**config.mk**
```make
export PLATFORM = sky130hd
export DESIGN_NAME = nibble_serial_add_ctrl_flat
export DESIGN_NICKNAME = d
export VERILOG_FILES = /design/src/rtl/nibble_serial_add_ctrl_pkg.sv /design/src/rtl/nibble_serial_add_ctrl_if.sv /design/src/rtl/nibble_serial_add_ctrl_rca.sv /design/src/rtl/nibble_serial_add_ctrl.sv /design/src/flat_wrapper.sv
export SDC_FILE = /design/constraint.sdc
export NUM_CORES = 1
export LEC_CHECK = 0
export CORE_MARGIN = 5
export CORE_UTILIZATION = 46
export CTS_CLUSTER_DIAMETER = 80
export DETAILED_ROUTE_END_ITERATION = 7
export PLACE_DENSITY = 0.83
export REMOVE_ABC_BUFFERS = 1
export SYNTH_ARGS = -nofsm -noshare
export SYNTH_HDL_FRONTEND = slang
export SYNTH_SLANG_ARGS = --single-unit
```
**constraint.sdc**
```tcl
create_clock -name clk -period 7.4 [get_ports clk]
set_clock_uncertainty 0.05 [all_clocks]
set_input_delay 1.48 -clock clk [delete_from_list [all_inputs] [get_ports clk]]
set_output_delay 1.48 -clock clk [all_outputs]
set_load 0.005 [all_outputs]
```
**src/rtl/nibble_serial_add_ctrl_pkg.sv**
```systemverilog
// -----------------------------------------------------------------------------
// nibble_serial_add_ctrl_pkg
// Shared definitions for the nibble-serial adder controller.
//   - NIBBLE_W     : width of the shared adder datapath (4 bits)
//   - state_e      : 2-bit controller state encoding (IDLE/RUN/DONE)
//   - nib_count()  : number of nibbles in a WIDTH-bit operand
//   - idx_width()  : width of the nibble index counter (minimum 1 bit)
// No ports (package). Optional feature macro used by importers: SUB_EN.
// -----------------------------------------------------------------------------
package nibble_serial_add_ctrl_pkg;

  localparam int NIBBLE_W = 4;

  typedef enum logic [1:0] {
    IDLE = 2'd0,
    RUN  = 2'd1,
    DONE = 2'd2
  } state_e;

  function automatic int nib_count(input int width);
    return width / NIBBLE_W;
  endfunction

  // A single-nibble operand still needs a 1-bit index register.
  function automatic int idx_width(input int nib);
    return (nib > 1) ? $clog2(nib) : 1;
  endfunction

endpackage

```
**src/rtl/nibble_serial_add_ctrl_if.sv**
```systemverilog
// -----------------------------------------------------------------------------
// nibble_serial_add_ctrl_if
// Handshake/bus bundle between a requester/consumer and the controller.
//   in_valid/in_ready   : operation handshake (a, b, cin, and sub if SUB_EN)
//   out_valid/out_ready : result handshake (sum, cout)
//   busy                : controller not idle
// Modports:
//   master : requester/consumer side (drives operands and out_ready)
//   slave  : controller side
// Optional feature macro: SUB_EN adds the sub request bit.
// -----------------------------------------------------------------------------
interface nibble_serial_add_ctrl_if #(
  parameter int WIDTH = 16
);
  logic             in_valid;
  logic             in_ready;
  logic [WIDTH-1:0] a;
  logic [WIDTH-1:0] b;
  logic             cin;
`ifdef SUB_EN
  logic             sub;
`endif
  logic             out_valid;
  logic             out_ready;
  logic [WIDTH-1:0] sum;
  logic             cout;
  logic             busy;

  modport master (
    output in_valid, a, b, cin,
`ifdef SUB_EN
    output sub,
`endif
    output out_ready,
    input  in_ready, out_valid, sum, cout, busy
  );

  modport slave (
    input  in_valid, a, b, cin,
`ifdef SUB_EN
    input  sub,
`endif
    input  out_ready,
    output in_ready, out_valid, sum, cout, busy
  );

endinterface

```
**src/rtl/nibble_serial_add_ctrl_rca.sv**
```systemverilog
// -----------------------------------------------------------------------------
// ripple_carry_adder_4bit
// Purely combinational 4-bit ripple-carry adder used as the shared nibble
// datapath of nibble_serial_add_ctrl.
// Ports:
//   a_i, b_i  [3:0] : addends
//   cin_i           : carry in
//   sum_o     [3:0] : a_i + b_i + cin_i (low 4 bits)
//   cout_o          : carry out of bit 3
// -----------------------------------------------------------------------------
module ripple_carry_adder_4bit (
  input  logic [3:0] a_i,
  input  logic [3:0] b_i,
  input  logic       cin_i,
  output logic [3:0] sum_o,
  output logic       cout_o
);

  logic [4:0] carry;

  assign carry[0] = cin_i;

  for (genvar gi = 0; gi < 4; gi++) begin : g_fa
    assign sum_o[gi]     = a_i[gi] ^ b_i[gi] ^ carry[gi];
    assign carry[gi + 1] = (a_i[gi] & b_i[gi]) | (carry[gi] & (a_i[gi] ^ b_i[gi]));
  end

  assign cout_o = carry[4];

endmodule

```
**src/rtl/nibble_serial_add_ctrl.sv**
```systemverilog
// -----------------------------------------------------------------------------
// nibble_serial_add_ctrl
// Adds two WIDTH-bit operands by stepping one shared 4-bit ripple-carry adder
// across the operand nibbles, least-significant first, one nibble per clock.
// Latency from input handshake to out_valid is WIDTH/4 cycles.
// Parameters:
//   WIDTH : operand/result width, a multiple of 4 and at least 4
// Ports:
//   clk   : clock, rising edge
//   rst_n : asynchronous active-low reset
//   bus   : slave side of nibble_serial_add_ctrl_if
//           (in_valid/in_ready/a/b/cin[/sub], out_valid/out_ready/sum/cout, busy)
// Optional feature macro: SUB_EN -- latches sub at accept; when set, b nibbles
// are inverted and carry starts at 1 so the result is a-b (cout=1: no borrow).
// -----------------------------------------------------------------------------
module nibble_serial_add_ctrl
  import nibble_serial_add_ctrl_pkg::*;
#(
  parameter int WIDTH = 16
) (
  input  logic                        clk,
  input  logic                        rst_n,
  nibble_serial_add_ctrl_if.slave     bus
);

  localparam int NIB   = nib_count(WIDTH);
  localparam int IDX_W = idx_width(NIB);
  localparam logic [IDX_W-1:0] LAST_IDX = IDX_W'(NIB - 1);

  state_e               state_q, state_d;
  logic [IDX_W-1:0]     idx_q, idx_d;
  logic [WIDTH-1:0]     a_q, b_q;
  logic                 carry_q, carry_d;
  logic [NIBBLE_W-1:0]  sum_nib_q [NIB];
`ifdef SUB_EN
  logic                 sub_q;
`endif

  logic                 accept;
  logic                 running;
  logic [IDX_W+1:0]     nib_base;
  logic [NIBBLE_W-1:0]  a_nib, b_nib, rca_sum;
  logic                 rca_cout;

  assign accept   = bus.in_valid && (state_q == IDLE);
  assign running  = (state_q == RUN);
  // Bit offset of the current nibble: idx * 4.
  assign nib_base = {idx_q, 2'b00};
  assign a_nib    = a_q[nib_base +: NIBBLE_W];
`ifdef SUB_EN
  // Two's-complement subtract: invert b here, +1 comes from the initial carry.
  assign b_nib    = b_q[nib_base +: NIBBLE_W] ^ {NIBBLE_W{sub_q}};
`else
  assign b_nib    = b_q[nib_base +: NIBBLE_W];
`endif

  ripple_carry_adder_4bit u_rca (
    .a_i    (a_nib),
    .b_i    (b_nib),
    .cin_i  (carry_q),
    .sum_o  (rca_sum),
    .cout_o (rca_cout)
  );

  // ---------------------------------------------------------------------------
  // Controller FSM
  // ---------------------------------------------------------------------------
  always_ff @(posedge clk or negedge rst_n) begin
    if (!rst_n) begin
      state_q <= IDLE;
      idx_q   <= '0;
      carry_q <= 1'b0;
    end else begin
      state_q <= state_d;
      idx_q   <= idx_d;
      carry_q <= carry_d;
    end
  end

  always_comb begin
    state_d = state_q;
    idx_d   = idx_q;
    carry_d = carry_q;
    case (state_q)
      IDLE: begin
        if (bus.in_valid) begin
          state_d = RUN;
          idx_d   = '0;
`ifdef SUB_EN
          carry_d = bus.sub ? 1'b1 : bus.cin;
`else
          carry_d = bus.cin;
`endif
        end
      end
      RUN: begin
        carry_d = rca_cout;
        // idx stays on the last nibble through DONE; it is re-zeroed at accept.
        if (idx_q == LAST_IDX) begin
          state_d = DONE;
        end else begin
          idx_d = idx_q + 1'b1;
        end
      end
      DONE: begin
        if (bus.out_ready) begin
          state_d = IDLE;
        end
      end
      default: begin
        state_d = IDLE;
      end
    endcase
  end

  // ---------------------------------------------------------------------------
  // Operand registers: loaded only at the input handshake.
  // ---------------------------------------------------------------------------
  always_ff @(posedge clk or negedge rst_n) begin
    if (!rst_n) begin
      a_q <= '0;
      b_q <= '0;
    end else if (accept) begin
      a_q <= bus.a;
      b_q <= bus.b;
    end
  end

`ifdef SUB_EN
  always_ff @(posedge clk or negedge rst_n) begin
    if (!rst_n) begin
      sub_q <= 1'b0;
    end else if (accept) begin
      sub_q <= bus.sub;
    end
  end
`endif

  // ---------------------------------------------------------------------------
  // Result nibbles: each written only on its own RUN cycle, cleared at accept
  // so a fresh operation never exposes stale upper nibbles.
  // ---------------------------------------------------------------------------
  for (genvar gi = 0; gi < NIB; gi++) begin : g_sum
    localparam logic [IDX_W-1:0] NIB_IDX = IDX_W'(gi);

    always_ff @(posedge clk or negedge rst_n) begin
      if (!rst_n) begin
        sum_nib_q[gi] <= '0;
      end else if (accept) begin
        sum_nib_q[gi] <= '0;
      end else if (running && (idx_q == NIB_IDX)) begin
        sum_nib_q[gi] <= rca_sum;
      end
    end

    assign bus.sum[gi*NIBBLE_W +: NIBBLE_W] = sum_nib_q[gi];
  end

  assign bus.in_ready  = (state_q == IDLE);
  assign bus.out_valid = (state_q == DONE);
  assign bus.busy      = (state_q != IDLE);
  assign bus.cout      = carry_q;

endmodule
```
**src/flat_wrapper.sv**
```systemverilog
// flat-port wrapper written by rule: the top's interface ports become plain ports
module nibble_serial_add_ctrl_flat import nibble_serial_add_ctrl_pkg::*;
#(
  parameter int WIDTH = 16
)
  (clk, rst_n, bus_in_valid, bus_a, bus_b, bus_cin, bus_out_ready, bus_in_ready, bus_out_valid, bus_sum, bus_cout, bus_busy);
  nibble_serial_add_ctrl_if #(.WIDTH(WIDTH)) bus_i ();
  input  logic clk;
  input  logic rst_n;
  input wire logic [$bits(bus_i.in_valid)-1:0] bus_in_valid;
  input wire logic [$bits(bus_i.a)-1:0] bus_a;
  input wire logic [$bits(bus_i.b)-1:0] bus_b;
  input wire logic [$bits(bus_i.cin)-1:0] bus_cin;
  input wire logic [$bits(bus_i.out_ready)-1:0] bus_out_ready;
  output wire logic [$bits(bus_i.in_ready)-1:0] bus_in_ready;
  output wire logic [$bits(bus_i.out_valid)-1:0] bus_out_valid;
  output wire logic [$bits(bus_i.sum)-1:0] bus_sum;
  output wire logic [$bits(bus_i.cout)-1:0] bus_cout;
  output wire logic [$bits(bus_i.busy)-1:0] bus_busy;
  assign bus_i.in_valid = bus_in_valid;
  assign bus_i.a = bus_a;
  assign bus_i.b = bus_b;
  assign bus_i.cin = bus_cin;
  assign bus_i.out_ready = bus_out_ready;
  assign bus_in_ready = bus_i.in_ready;
  assign bus_out_valid = bus_i.out_valid;
  assign bus_sum = bus_i.sum;
  assign bus_cout = bus_i.cout;
  assign bus_busy = bus_i.busy;
  nibble_serial_add_ctrl #(.WIDTH(WIDTH)) u_core (.clk(clk), .rst_n(rst_n), .bus(bus_i));
endmodule
```
==> run metrics, run 1 <==
# DRC 0; CTS tree done; nets 300; area post-placement roughly 3200 µm²; die area 7350 µm²; vias in the first global route 1775; routed vias/inst 5.37; # rows 27; fin crit period between 3 and 4 ns; fraction of layout cells with a size suffix above 1 between 20 and 25%; number of fill cells 454; Port Buffer Count 56; n_diodes 0; I/O pins 57; HPWL Detailed approximately 3900 µm; critical path endpoint category flop; DR WL/cell approximately 17 µm; Clock transition at path regs 0.10 ns; FF-to-FF setup slack 4.13 ns; CTS Buf Count 5; run status complete, no violations; Final Hold Fails 0; post-synthesis cell count around 200; Yosys reg bits 53; Initial Util between 40% and 50%; synth unique cells 24; top-area cell type share of the netlist area about half; global-route wire length before repair between 8000 and 9000 µm; final instance area 3350 µm²; Final Cycle Share between 40% and 50%; initial antenna violation count 0; worst hold path class flop to flop; CP Data Arrival Time 3.46 ns; clk buf depth 2; Critical Path RT 7.59 ns; setup_tns 0 ns; final wirelength ~5400 µm; Area Growth Syn to Fin 27.0%; crit path launch type flop; f_max between 300 and 400 MHz; latest clock arrival within the worst-skew pair about 0.32 ns; YS warnings 0; GRT overflow 0; worst-margin pin slew around 1.1 ns; 1st-iter DRT viols ~120; CTS Sinks 53; top cells by area, synth dfrtp_1, mux2_4, mux4_2; Crit Path Max Fanout 14; Post-CTS Resized 0; largest net degree at the start of global routing 54; clock root buffer clkbuf_8; max cap viols 0; GR Util All Layers about 15%; H-tree depth 2; chip height between 80 and 90 µm; Vias ~1800; setup bufs post-CTS 0; GP Congestion just under 0.8; DRT Pass-1 Iters 4; Seq/Total Area, Yosys between 50% and 60%; overall power between 1.5 and 2 mW; Die W 85.7 µm; Max IR drop VDD between 0.2 and 0.25 mV; # hold bufs at CTS 0; Antenna Nets Post-Route 0; Max-slew headroom 24.2%; Final Setup Violations 0; core area ~5500 µm²; synthesized cell area approximately 2600 µm²; Setup Crit Path Kind flop to flop; synthesized area per cell roughly 13 µm²; leak pwr ~1.4 nW; PwrDens roughly 460 nW/µm²; Max Transition Viols Final 0; RSZ-0062 raised after global routing no; Synth area leader dfrtp_1
## power breakdown
part,switching (mW),internal [mW],total (mW)
Clock,0.0977,0.134,0.232
Combinational,0.339,0.421,0.760
Sequential,0.120,0.425,0.546
Total,0.557,0.980,1.54
## routing by layer
metal | wire, µm | part of all wire (%) | up-vias | GRT usage, %
met4 | 107 | 2.0 | 0 | 7.34
met3 | 284 | 5.2 | 9 | 2.88
met1 | 2190 | 40 | 897 | 19.0
li1 | - | - | 806 | -
met2 | 2860 | 53 | 50 | 26.3
met5 | 0 | 0 | - | 0
## registers in the layout, summed over array words and instances, names as in the netlist
signal / count
u_core.bus.cout: 1
u_core.b_q: 16
u_core.idx_q: 2
u_core.a_q: 16
u_core.bus.sum: 16
u_core.state_q: 2
## cells by family after synthesis
family          share of synthesized area [%]
compound gates                           7.40
buf+inv                                  4.55
fa+ha+maj                                4.93
simple gates                             8.11
mux                                      24.8
flops                                    50.3
## final timing paths
path | startpoint | to | cells after the start
max in group asynchronous | rst_n | u_core.b_q[11]$_DFFE_PN0P_ | 1
max reg2reg | u_core.idx_q[0]$_DFFE_PN0P_ | u_core.bus.sum[3]$_DFFE_PN0P_ | 11
min in group asynchronous | rst_n | u_core.bus.sum[1]$_DFFE_PN0P_ | 1
max | u_core.idx_q[0]$_DFFE_PN0P_ | u_core.bus.sum[3]$_DFFE_PN0P_ | 11
min | u_core.b_q[11]$_DFFE_PN0P_ | u_core.b_q[11]$_DFFE_PN0P_ | 1
min reg2reg | u_core.b_q[11]$_DFFE_PN0P_ | u_core.b_q[11]$_DFFE_PN0P_ | 1
## metrics by stage
step,setup slack (ns),utilization (%),hold WS (ns),std cells
finish,4.13,60.5,0.469,328
global route,3.86,60.5,0.481,328
CTS,4.09,60.5,0.471,328
detailed placement,4.19,58.1,0.443,320
global placement,4.24,58.1,0.441,320
floorplan,4.44,-,0.426,192
## final cells by class
cell class                 instances  area, µm²  area share [%]
tap                               72       90.1            2.69
sequential                        53       1330            39.6
clock inverter                     3       65.1            1.94
inverter                          14       52.6            1.57
clock buffer                       5       68.8            2.05
timing repair buffer              56        556            16.6
multi-input combinational        125       1190            35.6
## cells in the mapped netlist
library cell	n
o311ai_0	8
and2_4	1
ha_1	4
nand2_1	41
fa_1	4
buf_2	3
nor2_2	1
nor2b_1	4
nor3_1	1
o21ai_0	2
o2bb2ai_1	1
inv_1	14
buf_6	4
dfrtp_1	53
a22oi_1	1
o21bai_2	1
a21oi_1	2
a32oi_1	2
clkbuf_1	2
mux2_4	30
o211ai_1	8
mux4_2	8
mux2_2	2
nor2_1	4
## layout by cell type (no fill, tap or decap), drive strengths merged, types with 5 or more instances in the layout
cell type and n:
clkbuf 5, clkdlybuf4s50 55, dfrtp 53, inv 14, mux2 32, mux4 8, nand2 41, nor2 5
o211ai 8, o311ai 8
## worst max-delay path, stage by stage (launching register included)
cell and delay [ns]:
dfrtp_1 0.79, mux4_2 0.59, inv_1 0.08, fa_1 0.16, inv_1 0.05, fa_1 0.35, inv_1 0.08, fa_1 0.17
inv_1 0.05, fa_1 0.48, nand2_1 0.12, o211ai_1 0.22
(Power assumes the default switching activity.)
==> run 2, diff against run 1 <==
clock period = 3.3 ns   (was 7.4 ns; I/O delays follow)
==> run metrics, run 2 (synthesized netlist as in run 1, its figures left out) <==
run status complete, no violations; CTS Sinks 53; GP Congestion between 0.7 and 0.8; most common cell after layout, fill and taps aside clkdlybuf4s50_1; final instance area between 3000 and 4000 µm²; Max-slew headroom 49.9%; latest clock arrival within the worst-skew pair approximately 0.31 ns; GRT overflow 0; clk buf depth 2; CTS tree done; clock root buffer clkbuf_8; RSZ-0062 raised after global routing no; Post-Route Utilization 61.0%; # rows 27; Crit Path Max Fanout 12; # hold bufs at CTS 0; area post-placement ~3200 µm²; Clock transition at path regs about 0.09 ns; fraction of layout cells with a size suffix above 1 between 20% and 30%; PwrDens about 1000 nW/µm²; cell chain of the critical path buf_4 > mux4_2 > fa_1 > inv_1 > fa_1 > inv_1 > fa_1 > nand2_1 > o211ai_1; Area Growth Syn to Fin 28.1%; H-tree depth 2; worst-margin pin slew ~0.75 ns; chip height approximately 86 µm; setup_tns 0 ns; Vias between 1500 and 2000; Setup Crit Path Kind flop to flop; GR Util All Layers between 10% and 20%; CTS Buf Count 5; Post-CTS Resized 0; worst hold path class input pin to async pin; CP Data Arrival Time 3.04 ns; Antenna Nets Post-Route 0; worst r2r src u_core.idx_q[0]$_DFFE_PN0P_; Die W 85.7 µm; max cap viols 0; routed vias/inst around 5.3; vias in the first global route between 1500 and 2000; DRT Pass-1 Iters 4; worst stage delay on the critical path around 0.55 ns; Worst Setup EP u_core.bus.sum[3]$_DFFE_PN0P_; global-route wire length before repair approximately 9300 µm; crit path launch type flop; worst slack at placement roughly 0.43 ns; Storage cell area roughly 1300 µm²; final worst slack roughly 0.44 ns; fin crit period 2.86 ns; I/O pins 57; Final Cycle Share 86.7%; HPWL Detailed between 4000 and 5000 µm; final wirelength roughly 5500 µm; die area between 7000 and 8000 µm²; critical path endpoint category flop; R2R cell count 9; initial antenna violation count 0; nets a little over 300; leak pwr 1.46 nW; Final Hold Fails 0; Final Setup Violations 0; WHS about 0.31 ns; Critical Path RT roughly 3.5 ns; setup bufs post-CTS 0; number of fill cells around 450; 1st-iter DRT viols 97; capturing point of the worst reg2reg path u_core.bus.sum[3]$_DFFE_PN0P_; FF-to-FF setup slack between 0.4 and 0.5 ns; Max IR drop VDD ~0.46 mV; Initial Util a little under half; # DRC 0; largest net degree at the start of global routing 33; slowest CP cell mux4_2; core area 5540 µm²; most frequent cells in the layout clkdlybuf4s50_1, dfrtp_1, nand2_1; area occupied by multi-input gates between 1000 and 1500 µm²; Max Transition Viols Final 0; CP startpoint u_core.idx_q[0]$_DFFE_PN0P_; DR WL/cell 16.6 µm; f_max ~350 MHz; n_diodes 0; CP dominant cell by count fa_1; Port Buffer Count 56
run 2: changes by cell type in the layout (fill, tap and decap cells not counted), sizes merged:
cell | before | now
buf | 1 | 5
run 2: how the worst min path moves through the flow:
stage	startpoint	to	slack, ns	cells after the start
after global routing	rst_n	u_core.state_q[1]$_DFFE_PN0P_	0.37	1
after CTS	rst_n	u_core.state_q[1]$_DFFE_PN0P_	0.34	1
final	rst_n	u_core.bus.sum[13]$_DFFE_PN0P_	0.31	1
after detailed placement	u_core.a_q[14]$_DFFE_PN0P_	u_core.a_q[14]$_DFFE_PN0P_	0.44	1
after floorplan	rst_n	u_core.a_q[0]$_DFFE_PN0P_	0.31	0
after global placement	u_core.b_q[2]$_DFFE_PN0P_	u_core.b_q[2]$_DFFE_PN0P_	0.44	1
run 2: cell type report:
| type | count | area share (%) |
|---|---|---|
| flip-flops and latches | 53 | 39.2 |
| multi-input cells | 125 | 35.3 |
| repair buffers | 60 | 17.3 |
| well taps | 72 | 2.66 |
| clock buffers | 5 | 2.04 |
| clock inverters | 3 | 1.92 |
| inverters | 14 | 1.55 |
run 2: per-layer routing:
metal | vias to the layer above | GRT usage [%] | part of all wire (%)
met4 | 0 | 5.76 | 1.4
li1 | 815 | - | -
met2 | 45 | 27.9 | 52
met1 | 898 | 19.5 | 41
met3 | 8 | 2.88 | 4.7
met5 | - | 0 | 0
run 2: critical path, delay by kind of cell (launching register included):
family / cells / cell delay, ns
and+or+nand+nor: 1 / 0.12
muxes: 1 / 0.55
AOI/OAI and AO/OA: 1 / 0.23
DFF: 1 / 0.42
buffers and inverters: 3 / 0.37
adders and majority gates: 3 / 1.05
run 2: per-stage QoR:
stage,power (mW),instances
6_report,3.46,332
5_1_grt,3.71,332
4_1_cts,3.50,332
3_5_place_dp,2.98,324
3_3_place_gp,2.89,324
2_1_floorplan,2.34,192
run 2: report_power, final:
part / leakage (nW) / internal [mW] / switching (mW) / total, mW
sequential: 0.650 / 0.955 / 0.226 / 1.18
combinational: 0.743 / 0.955 / 0.801 / 1.76
clock: 0.0681 / 0.301 / 0.218 / 0.520
